<file path="config.mk">
export PLATFORM = sky130hd
export DESIGN_NAME = rvfi_trace_check
export DESIGN_NICKNAME = d
export VERILOG_FILES = /design/src/rtl/rvfi_trace_check.sv
export SDC_FILE = /design/constraint.sdc
export NUM_CORES = 1
export LEC_CHECK = 0
export ABC_CLOCK_PERIOD_IN_PS = 3500
export CAP_MARGIN = 20
export CORE_ASPECT_RATIO = 0.8
export CORE_MARGIN = 8
export CORE_UTILIZATION = 35
export CTS_BUF_LIST = sky130_fd_sc_hd__clkbuf_4 sky130_fd_sc_hd__clkbuf_8 sky130_fd_sc_hd__clkbuf_16
export CTS_CLUSTER_SIZE = 30
export DETAILED_ROUTE_END_ITERATION = 10
export GPL_TIMING_DRIVEN = 0
export PLACE_DENSITY = 0.75
export SETUP_SLACK_MARGIN = 0.2
export SLEW_MARGIN = 20
export SYNTH_ARGS = -nofsm -noshare
export SYNTH_HDL_FRONTEND = slang
export SYNTH_SLANG_ARGS = --single-unit
</file>
<file path="constraint.sdc">
create_clock -name clock -period 3.5 [get_ports clock]
set_clock_uncertainty 0.05 [all_clocks]
set_input_delay 0.525 -clock clock [delete_from_list [all_inputs] [get_ports clock]]
set_output_delay 0.525 -clock clock [all_outputs]
set_load 0.05 [all_outputs]
</file>
<file path="src/rtl/rvfi_trace_check.sv">
// Compares each checked RVFI retirement against a spec model's decoded result over a window
// of DEPTH retirements. It also checks the PC chain between consecutive checked retirements.
module rvfi_trace_check #(
   parameter int NRET         = 1,
   parameter int XLEN         = 32,
   parameter int DEPTH        = 8,
   parameter int STRICT_ORDER = 1
) (
   input  logic                          clock,
   input  logic                          reset,
   input  logic                          check,
   input  logic [NRET-1:0]               rvfi_valid,
   input  logic [NRET-1:0]               rvfi_trap,
   input  logic [5*NRET-1:0]             rvfi_rd_addr,
   input  logic [XLEN*NRET-1:0]          rvfi_rd_wdata,
   input  logic [XLEN*NRET-1:0]          rvfi_pc_rdata,
   input  logic [XLEN*NRET-1:0]          rvfi_pc_wdata,
   input  logic [NRET-1:0]               spec_valid,
   input  logic [NRET-1:0]               spec_trap,
   input  logic [5*NRET-1:0]             spec_rd_addr,
   input  logic [XLEN*NRET-1:0]          spec_rd_wdata,
   input  logic [XLEN*NRET-1:0]          spec_pc_wdata,
   output logic                          busy,
   output logic                          done,
   output logic                          fail,
   output logic [$clog2(NRET)+1-1:0]     fail_chan,
   output logic [2:0]                    fail_code,
   output logic [$clog2(DEPTH+1)-1:0]    ret_cnt
);
   localparam int CW = $clog2(DEPTH+1);
   localparam int FW = $clog2(NRET)+1;

   typedef enum logic [1:0] {
      S_IDLE   = 2'd0,
      S_ACTIVE = 2'd1,
      S_DONE   = 2'd2,
      S_FAIL   = 2'd3
   } state_t;

   state_t          r_state;
   state_t          w_state_nxt;
   logic [XLEN-1:0] r_ref_pc;
   logic [XLEN-1:0] w_ref_pc_nxt;
   logic            r_ref_valid;
   logic            w_ref_valid_nxt;
   logic [CW-1:0]   r_ret_cnt;
   logic [CW-1:0]   w_ret_cnt_nxt;
   logic [FW-1:0]   r_fail_chan;
   logic [FW-1:0]   w_fail_chan_nxt;
   logic [2:0]      r_fail_code;
   logic [2:0]      w_fail_code_nxt;
   logic            r_busy;
   logic            r_done;
   logic            r_fail;

   logic            w_hit;
   logic [FW-1:0]   w_hit_chan;
   logic [2:0]      w_hit_code;
   logic [CW-1:0]   w_checked;
   logic [XLEN-1:0] w_chain_pc;
   logic            w_chain_valid;

   // Walk valid channels in ascending order; the chain PC advances through each clean retirement
   always_comb begin
      logic [CW-1:0] v_room;
      logic          v_gap;
      logic [2:0]    v_code;
      w_hit         = 1'b0;
      w_hit_chan    = {FW{1'b0}};
      w_hit_code    = 3'd0;
      w_checked     = {CW{1'b0}};
      w_chain_pc    = r_ref_pc;
      w_chain_valid = r_ref_valid;
      v_room        = CW'(DEPTH) - r_ret_cnt;
      v_gap         = 1'b0;
      v_code        = 3'd0;
      for (int c = 0; c < NRET; c++) begin
         if (rvfi_valid[c] && !w_hit && (w_checked < v_room)) begin
            if (!spec_valid[c]) begin
               v_code = 3'd1;
            end else if (spec_trap[c] != rvfi_trap[c]) begin
               v_code = 3'd2;
            end else if (!spec_trap[c] &&
                         ((spec_rd_addr[c*5 +: 5] != rvfi_rd_addr[c*5 +: 5]) ||
                          (spec_rd_wdata[c*XLEN +: XLEN] != rvfi_rd_wdata[c*XLEN +: XLEN]))) begin
               v_code = 3'd3;
            end else if (!spec_trap[c] &&
                         (spec_pc_wdata[c*XLEN +: XLEN] != rvfi_pc_wdata[c*XLEN +: XLEN])) begin
               v_code = 3'd4;
            end else if (w_chain_valid && (rvfi_pc_rdata[c*XLEN +: XLEN] != w_chain_pc)) begin
               v_code = 3'd5;
            end else if ((STRICT_ORDER != 0) && v_gap) begin
               v_code = 3'd6;
            end else begin
               v_code = 3'd0;
            end
            if (v_code != 3'd0) begin
               w_hit      = 1'b1;
               w_hit_chan = FW'(c);
               w_hit_code = v_code;
            end else begin
               w_checked     = w_checked + CW'(1);
               w_chain_pc    = rvfi_pc_wdata[c*XLEN +: XLEN];
               w_chain_valid = 1'b1;
            end
         end else begin
            v_code = 3'd0;
         end
         if (!rvfi_valid[c]) begin
            v_gap = 1'b1;
         end else begin
            v_gap = v_gap;
         end
      end
   end

   // Next-state and next-value logic for the window FSM
   always_comb begin
      w_state_nxt     = r_state;
      w_ret_cnt_nxt   = r_ret_cnt;
      w_fail_chan_nxt = r_fail_chan;
      w_fail_code_nxt = r_fail_code;
      w_ref_pc_nxt    = r_ref_pc;
      w_ref_valid_nxt = r_ref_valid;
      case (r_state)
         S_ACTIVE: begin
            w_ret_cnt_nxt   = r_ret_cnt + w_checked;
            w_ref_pc_nxt    = w_chain_pc;
            w_ref_valid_nxt = w_chain_valid;
            if (w_hit) begin
               w_state_nxt     = S_FAIL;
               w_fail_chan_nxt = w_hit_chan;
               w_fail_code_nxt = w_hit_code;
            end else if ((r_ret_cnt + w_checked) == CW'(DEPTH)) begin
               w_state_nxt = S_DONE;
            end else begin
               w_state_nxt = S_ACTIVE;
            end
         end
         S_IDLE, S_DONE, S_FAIL: begin
            if (check) begin
               w_state_nxt     = S_ACTIVE;
               w_ret_cnt_nxt   = {CW{1'b0}};
               w_fail_chan_nxt = {FW{1'b0}};
               w_fail_code_nxt = 3'd0;
               w_ref_valid_nxt = 1'b0;
            end else begin
               w_state_nxt = r_state;
            end
         end
         default: begin
            w_state_nxt = S_IDLE;
         end
      endcase
   end

   // State, window bookkeeping and registered status outputs
   always_ff @(posedge clock) begin
      if (reset) begin
         r_state     <= S_IDLE;
         r_ret_cnt   <= {CW{1'b0}};
         r_fail_chan <= {FW{1'b0}};
         r_fail_code <= 3'd0;
         r_ref_pc    <= {XLEN{1'b0}};
         r_ref_valid <= 1'b0;
         r_busy      <= 1'b0;
         r_done      <= 1'b0;
         r_fail      <= 1'b0;
      end else begin
         r_state     <= w_state_nxt;
         r_ret_cnt   <= w_ret_cnt_nxt;
         r_fail_chan <= w_fail_chan_nxt;
         r_fail_code <= w_fail_code_nxt;
         r_ref_pc    <= w_ref_pc_nxt;
         r_ref_valid <= w_ref_valid_nxt;
         r_busy      <= (w_state_nxt == S_ACTIVE);
         r_done      <= (w_state_nxt == S_DONE);
         r_fail      <= (w_state_nxt == S_FAIL);
      end
   end

   assign busy      = r_busy;
   assign done      = r_done;
   assign fail      = r_fail;
   assign fail_chan = r_fail_chan;
   assign fail_code = r_fail_code;
   assign ret_cnt   = r_ret_cnt;

endmodule

</file>
Yosys cells after proc, flatten, opt, wreduce, memory -nomap -nowiden
Index checks and enable logic that the tools add are counted.
{"block": "word_totals", "register_bits": 46}
{"block": "op_classes", "n_addsub": 2, "order_cmp": 1, "n_eq_ne": 16, "mux": 27, "bitwise_logic": 1, "reduce_logical": 12}
{"operator": "$ne 32x32->1", "n": 3}
{"operator": "$mux 3", "n": 10}
{"operator": "$eq 2x2->1 const B", "n": 4}
{"operator": "$mux 1", "n": 8}
{"operator": "$ne 2x2->1 const B", "n": 4}
{"operator": "$pmux 4 s2", "n": 1}
{"operator": "$mux 2", "n": 3}
{"operator": "$pmux 3 s2", "n": 1}
{"operator": "$reduce_and 3->1", "n": 2}
{"operator": "$ne 5x5->1", "n": 1}
{"operator": "$add 4x4->4", "n": 1}
{"operator": "$eq 2x1->1 const B", "n": 2}
{"operator": "$eq 4x4->1 const B", "n": 1}
{"operator": "$logic_and 1x1->1", "n": 4}
{"operator": "$lt 1x4->1 const A", "n": 1}
{"operator": "$mux 4", "n": 1}
{"operator": "$pmux 1 s2", "n": 2}
{"operator": "$pmux 2 s2", "n": 1}
{"operator": "$sub 4x4->4 const A", "n": 1}
{"operator": "$reduce_bool 3->1", "n": 1}
{"operator": "$reduce_or 3->1", "n": 1}
{"operator": "$logic_not 2->1", "n": 1}
{"operator": "$reduce_and 2->1", "n": 1}
{"operator": "$logic_not 1->1", "n": 1}
{"operator": "3 further kinds", "n": 3}

Depth between registers and ports, before layout
{"block": "logic_depth", "ltp_word": 17, "mapped_depth": 12, "depth_no_buf": 12}

Worst setup path after synthesis
OpenSTA, ideal clock, no wires.
{"block": "synth_path", "path_kind": "input to register", "startpoint": "input port rvfi_pc_rdata[31]", "endpoint": "register r_state[1]", "setup_ps": 96, "t_arrival_ps": 2902, "path_slack_ps": 452, "path_stages": 11, "n_path_buf": 0, "cell_sequence": "xor2_1 -> nor4_1 -> nand2_1 -> o41ai_2 -> nand2_2 -> nor3b_1 -> ha_1 -> ha_1 -> nor4_1 -> a21oi_1 -> a221oi_1"}
{"block": "synth_between", "elab_chain_cells": 16, "word_cells_on_any_way": 18, "cone_classes": "add/sub: 1; eq/ne: 2; mux: 13; reduce/logical: 2"}
{"element": "start: declaration", "line": "16", "rtl": "input logic [XLEN*NRET-1:0] rvfi_pc_rdata,"}
{"element": "$ne 32x32->1 *", "line": "90", "rtl": "end else if (w_chain_valid && (rvfi_pc_rdata[c*XLEN +: XLEN] != w_chain_pc)) begin"}
{"element": "$logic_and 1x1->1 *", "line": "90"}
{"element": "$mux 3 *", "line": "90"}
{"element": "$mux 3 *", "line": "87", "rtl": "end else if (!spec_trap[c] &&"}
{"element": "$mux 3 *", "line": "83", "rtl": "end else if (!spec_trap[c] &&"}
{"element": "$mux 3 *", "line": "81", "rtl": "end else if (spec_trap[c] != rvfi_trap[c]) begin"}
{"element": "$mux 3 *", "line": "79", "rtl": "if (!spec_valid[c]) begin"}
{"element": "$mux 3 *", "line": "78", "rtl": "if (rvfi_valid[c] && !w_hit && (w_checked < v_room)) begin"}
{"element": "$reduce_bool 3->1 *", "line": "97", "rtl": "if (v_code != 3'd0) begin"}
{"element": "$mux 1", "line": "97"}
{"element": "$mux 1", "line": "78"}
{"element": "$add 4x4->4", "line": "134", "rtl": "end else if ((r_ret_cnt + w_checked) == CW'(DEPTH)) begin"}
{"element": "$eq 4x4->1", "line": "134"}
{"element": "$mux 2", "line": "134"}
{"element": "$mux 2 *", "line": "130", "rtl": "if (w_hit) begin"}
{"element": "$pmux 2 s2 *", "line": "125", "rtl": "case (r_state)"}
{"element": "end signal: assignment", "line": "170", "rtl": "r_state <= w_state_nxt;"}
{"element": "end: declaration", "line": "40", "rtl": "state_t r_state;"}
Mark *: on every way between the ends. The rest lies on a longest branch, timed or not. The select of a mux whose other input is x is not followed.
A chain may end at the register's enable or synchronous reset.

Worst setup path in the final report
{"block": "layout_path", "startpoint": "input port rvfi_rd_wdata[25]", "endpoint": "register r_state[1]"}
{"block": "layout_between", "elab_chain_cells": 15, "word_cells_on_any_way": 17, "cone_classes": "add/sub: 1; eq/ne: 2; mux: 11; reduce/logical: 3"}
{"element": "start: declaration", "line": "15", "rtl": "input logic [XLEN*NRET-1:0] rvfi_rd_wdata,"}
{"element": "$ne 32x32->1 *", "line": "85", "rtl": "(spec_rd_wdata[c*XLEN +: XLEN] != rvfi_rd_wdata[c*XLEN +: XLEN]))) begin"}
{"element": "$logic_or 1x1->1 *", "line": "84", "rtl": "((spec_rd_addr[c*5 +: 5] != rvfi_rd_addr[c*5 +: 5]) ||"}
{"element": "$logic_and 1x1->1 *", "line": "83"}
{"element": "$mux 3 *", "line": "83"}
{"element": "$mux 3 *", "line": "81"}
{"element": "$mux 3 *", "line": "79"}
{"element": "$mux 3 *", "line": "78"}
{"element": "$reduce_bool 3->1 *", "line": "97"}
{"element": "$mux 1", "line": "97"}
{"element": "$mux 1", "line": "78"}
{"element": "$add 4x4->4", "line": "134"}
{"element": "$eq 4x4->1", "line": "134"}
{"element": "$mux 2", "line": "134"}
{"element": "$mux 2 *", "line": "130"}
{"element": "$pmux 2 s2 *", "line": "125"}
Marks and branches as above.

==> run metrics <==
Antenna Nets Post-Route=0; nets@finish=roughly 730; clk buf depth=2; Detailed Place HPWL=10.02 mm; nature of the critical path startpoint=input pin; vias in the first global route=about 3700; proportion of layout cells with a drive suffix above 1=0.09386; crit share post-route=0.8943; starting DRC count in detailed routing=approximately 110; number of synthesized flops with an enable pin=0; Syn Inst Count=354; core area=between 0.008 and 0.009 mm²; die width=~120 µm; vias after detailed routing=around 3200; CP Class=input pin to register; fin cells=670; global-route wire length before repair=17.96 mm; post-synth top area share=0.2789; endpoints failing setup=0; synthesized area=~0.0032 mm²; most frequent cell after synthesis=xor2_1; CTS clock-pin slew for the worst setup and hold paths=approximately 0.06 ns; Inserted Clock Buffers=5; drt wl/cell=between 15 and 20 µm; Finished Core Util=0.6518; register area share after synthesis=0.2789; via/cell ratio=4.846; Placed Cells=about 650; CTS tree=yes; Post-synth ARST share=0; die area=0.01258 mm²; fin. max-slew vios=0; DR pass1 iterations=4; worst-path maximum fanout=4; RSZ-0062 raised after global routing=false; P per Cell Area=247.3 mW/mm²; Post-synth top cells=xor2_1 (90), nand2b_1 (64), dfxtp_1 (45); Peak VDD IR=between 200 and 250 µV; Worst Max-Slew Pin Slew=0.5784 ns; MaxCap Viol Count=0; status=finished clean; LEAKAGE=between 0.002 and 0.003 µW; Setup crit end kind=register; Most used DFF post-synth=dfxtp_1; CTS H-tree depth=2; total gr overflow=0; leading area contributor after synthesis=dfxtp_1; Clock Latency Late Sink=about 0.28 ns; crit path buf inv count=1; CP max stage cell=clkdlybuf4s50_1; TritonCTS Sinks=45; CP Cell Sequence=clkdlybuf4s50_1 > xor2_1 > nor4_1 > nand2_1 > and4bb_2 > a22oi_2 > nor3b_2 > ha_2 > nand3_2 > xnor2_2 > nor4_4 > a21oi_1 > a221oi_1; Syn Nets=~530; Initial Util=0.3590; Hold WC Path Type=register to register; routed wire length=11.92 mm; Cell variety after synth=41; Rows=31; filler instances=slightly above 700; min Tclk post-route=~3.1 ns; Final GP Congestion=0.8444; Max Clock Freq=around 0.32 GHz; DRC violations left=0; CP required=between 3 and 4 ns; largest net degree at the start of global routing=14; final hold violation count=0; clk root buf=clkbuf_16; synth top area cells=dfxtp_1 (28%), xor2_1 (24%), nand2b_1 (12%), mux2i_1 (9.9%), nor4_1 (4.6%); GRT Util Overall=0.1822; critical path's top delay family=simple AND/OR/NAND/NOR gates; synthesized area per cell=about 9.1 µm²; Synth Register Bits=45; Die Ht=between 100 and 150 µm; Area growth syn-to-layout=81.56%; crit path DAT=3.27 ns; CTS Hold Bufs=0; relative max-transition margin=0.6103; Ports=approximately 190; slowest stage delay, CP=0.41 ns; initial antenna violation count=1; number of port buffers=185; TNS Setup=0 ns; Pwr Total=~1500 µW; YS warnings=0
==> worst min-delay path: cells and delay by family (launching register included) <==
family           cells  cell delay, ns
DFF                  1            0.32
muxes                1            0.05
and+or+nand+nor      1            0.07
==> kinds of logic after synthesis <==
| family | synth area share |
|---|---|
| simple gates | 0.2421 |
| xor+xnor | 0.2792 |
| flops | 0.2789 |
| mux | 0.09915 |
| compound gates | 0.06275 |
| buf+inv | 0.02905 |
| fa+ha+maj | 0.007745 |
| other cells | 0.001161 |
==> per-stage QoR <==
stage,cell area (µm²),setup slack (ns),hold slack (ns)
final,5866,0.3700,0.4362
after global placement,5226,-0.5594,0.4211
after CTS,5510,0.2096,0.4391
after floorplan,3231,0.4521,0.4104
after global routing,5866,0.1699,0.4571
after detailed placement,5226,-0.5984,0.4268
==> final timing paths <==
kind         depth (start not counted)            to         startpoint  slack (ns)
max                                 13    r_state[1]  rvfi_rd_wdata[25]        0.37
min                                  2  r_ref_pc[14]       r_ref_pc[14]        0.44
max reg2reg                         12    r_state[1]       r_ref_pc[11]        0.50
min reg2reg                          2  r_ref_pc[14]       r_ref_pc[14]        0.44
==> repair_timing <==
action / in CTS / in global routing
pin swaps: 10 / 50
endpoints found under the setup margin: 6 / 5
buffers inserted: 3 / 5
gates resized for setup: 16 / 101
==> metal layers <==
metal  track usage  vias up  wire length [µm]
met5             0        -                 0
met4       0.03047        0                96
met3       0.07399        8              1208
met2        0.3477      127              6142
met1        0.1839     1501              4469
li1              -     1611                 -
==> report_power, final <==
group	internal, µW	switching (µW)	leakage (µW)	total (µW)
Clock	331	185	0.0000797	516
Combinational	247	162	0.00241	409
Sequential	520	5.32	0.000364	525
Total	1100	352	0.00285	1450
==> sequential cells by signal, indices dropped and copies added (netlist names) <==
register and count:
r_ref_pc 32, ret_cnt 4, fail_code 3, r_state 2, busy 1, done 1
fail 1, r_ref_valid 1
==> layout make-up <==
type	instances	area (µm²)	area share
antenna	1	2.502	0.0004266
multi-input combinational	294	2437	0.4155
tap	115	143.9	0.02453
buffer	13	86.33	0.01472
clock buffer	5	125.1	0.02133
sequential	45	900.9	0.1536
clock inverter	2	35.03	0.005973
inverter	2	7.507	0.001280
timing repair buffer	193	2127	0.3626
==> layout by cell type (no fill, tap or decap), drive strengths merged, types with 2 or more instances in the layout <==
master and instances:
nor2 11, and3 2, dlymetal6s2s 86, dfxtp 45, xnor2 13, xor2 90
nand2 11, or2b 2, o41a 2, nand4 6, nand2b 64, nand3 3
ha 2, o21a 2, mux2i 32, clkbuf 14, inv 2, buf 12
a21oi 6, nor4 24, nor2b 2, a32o 4, clkdlybuf4s50 99, nor3 2
(Power assumes the default switching activity.)
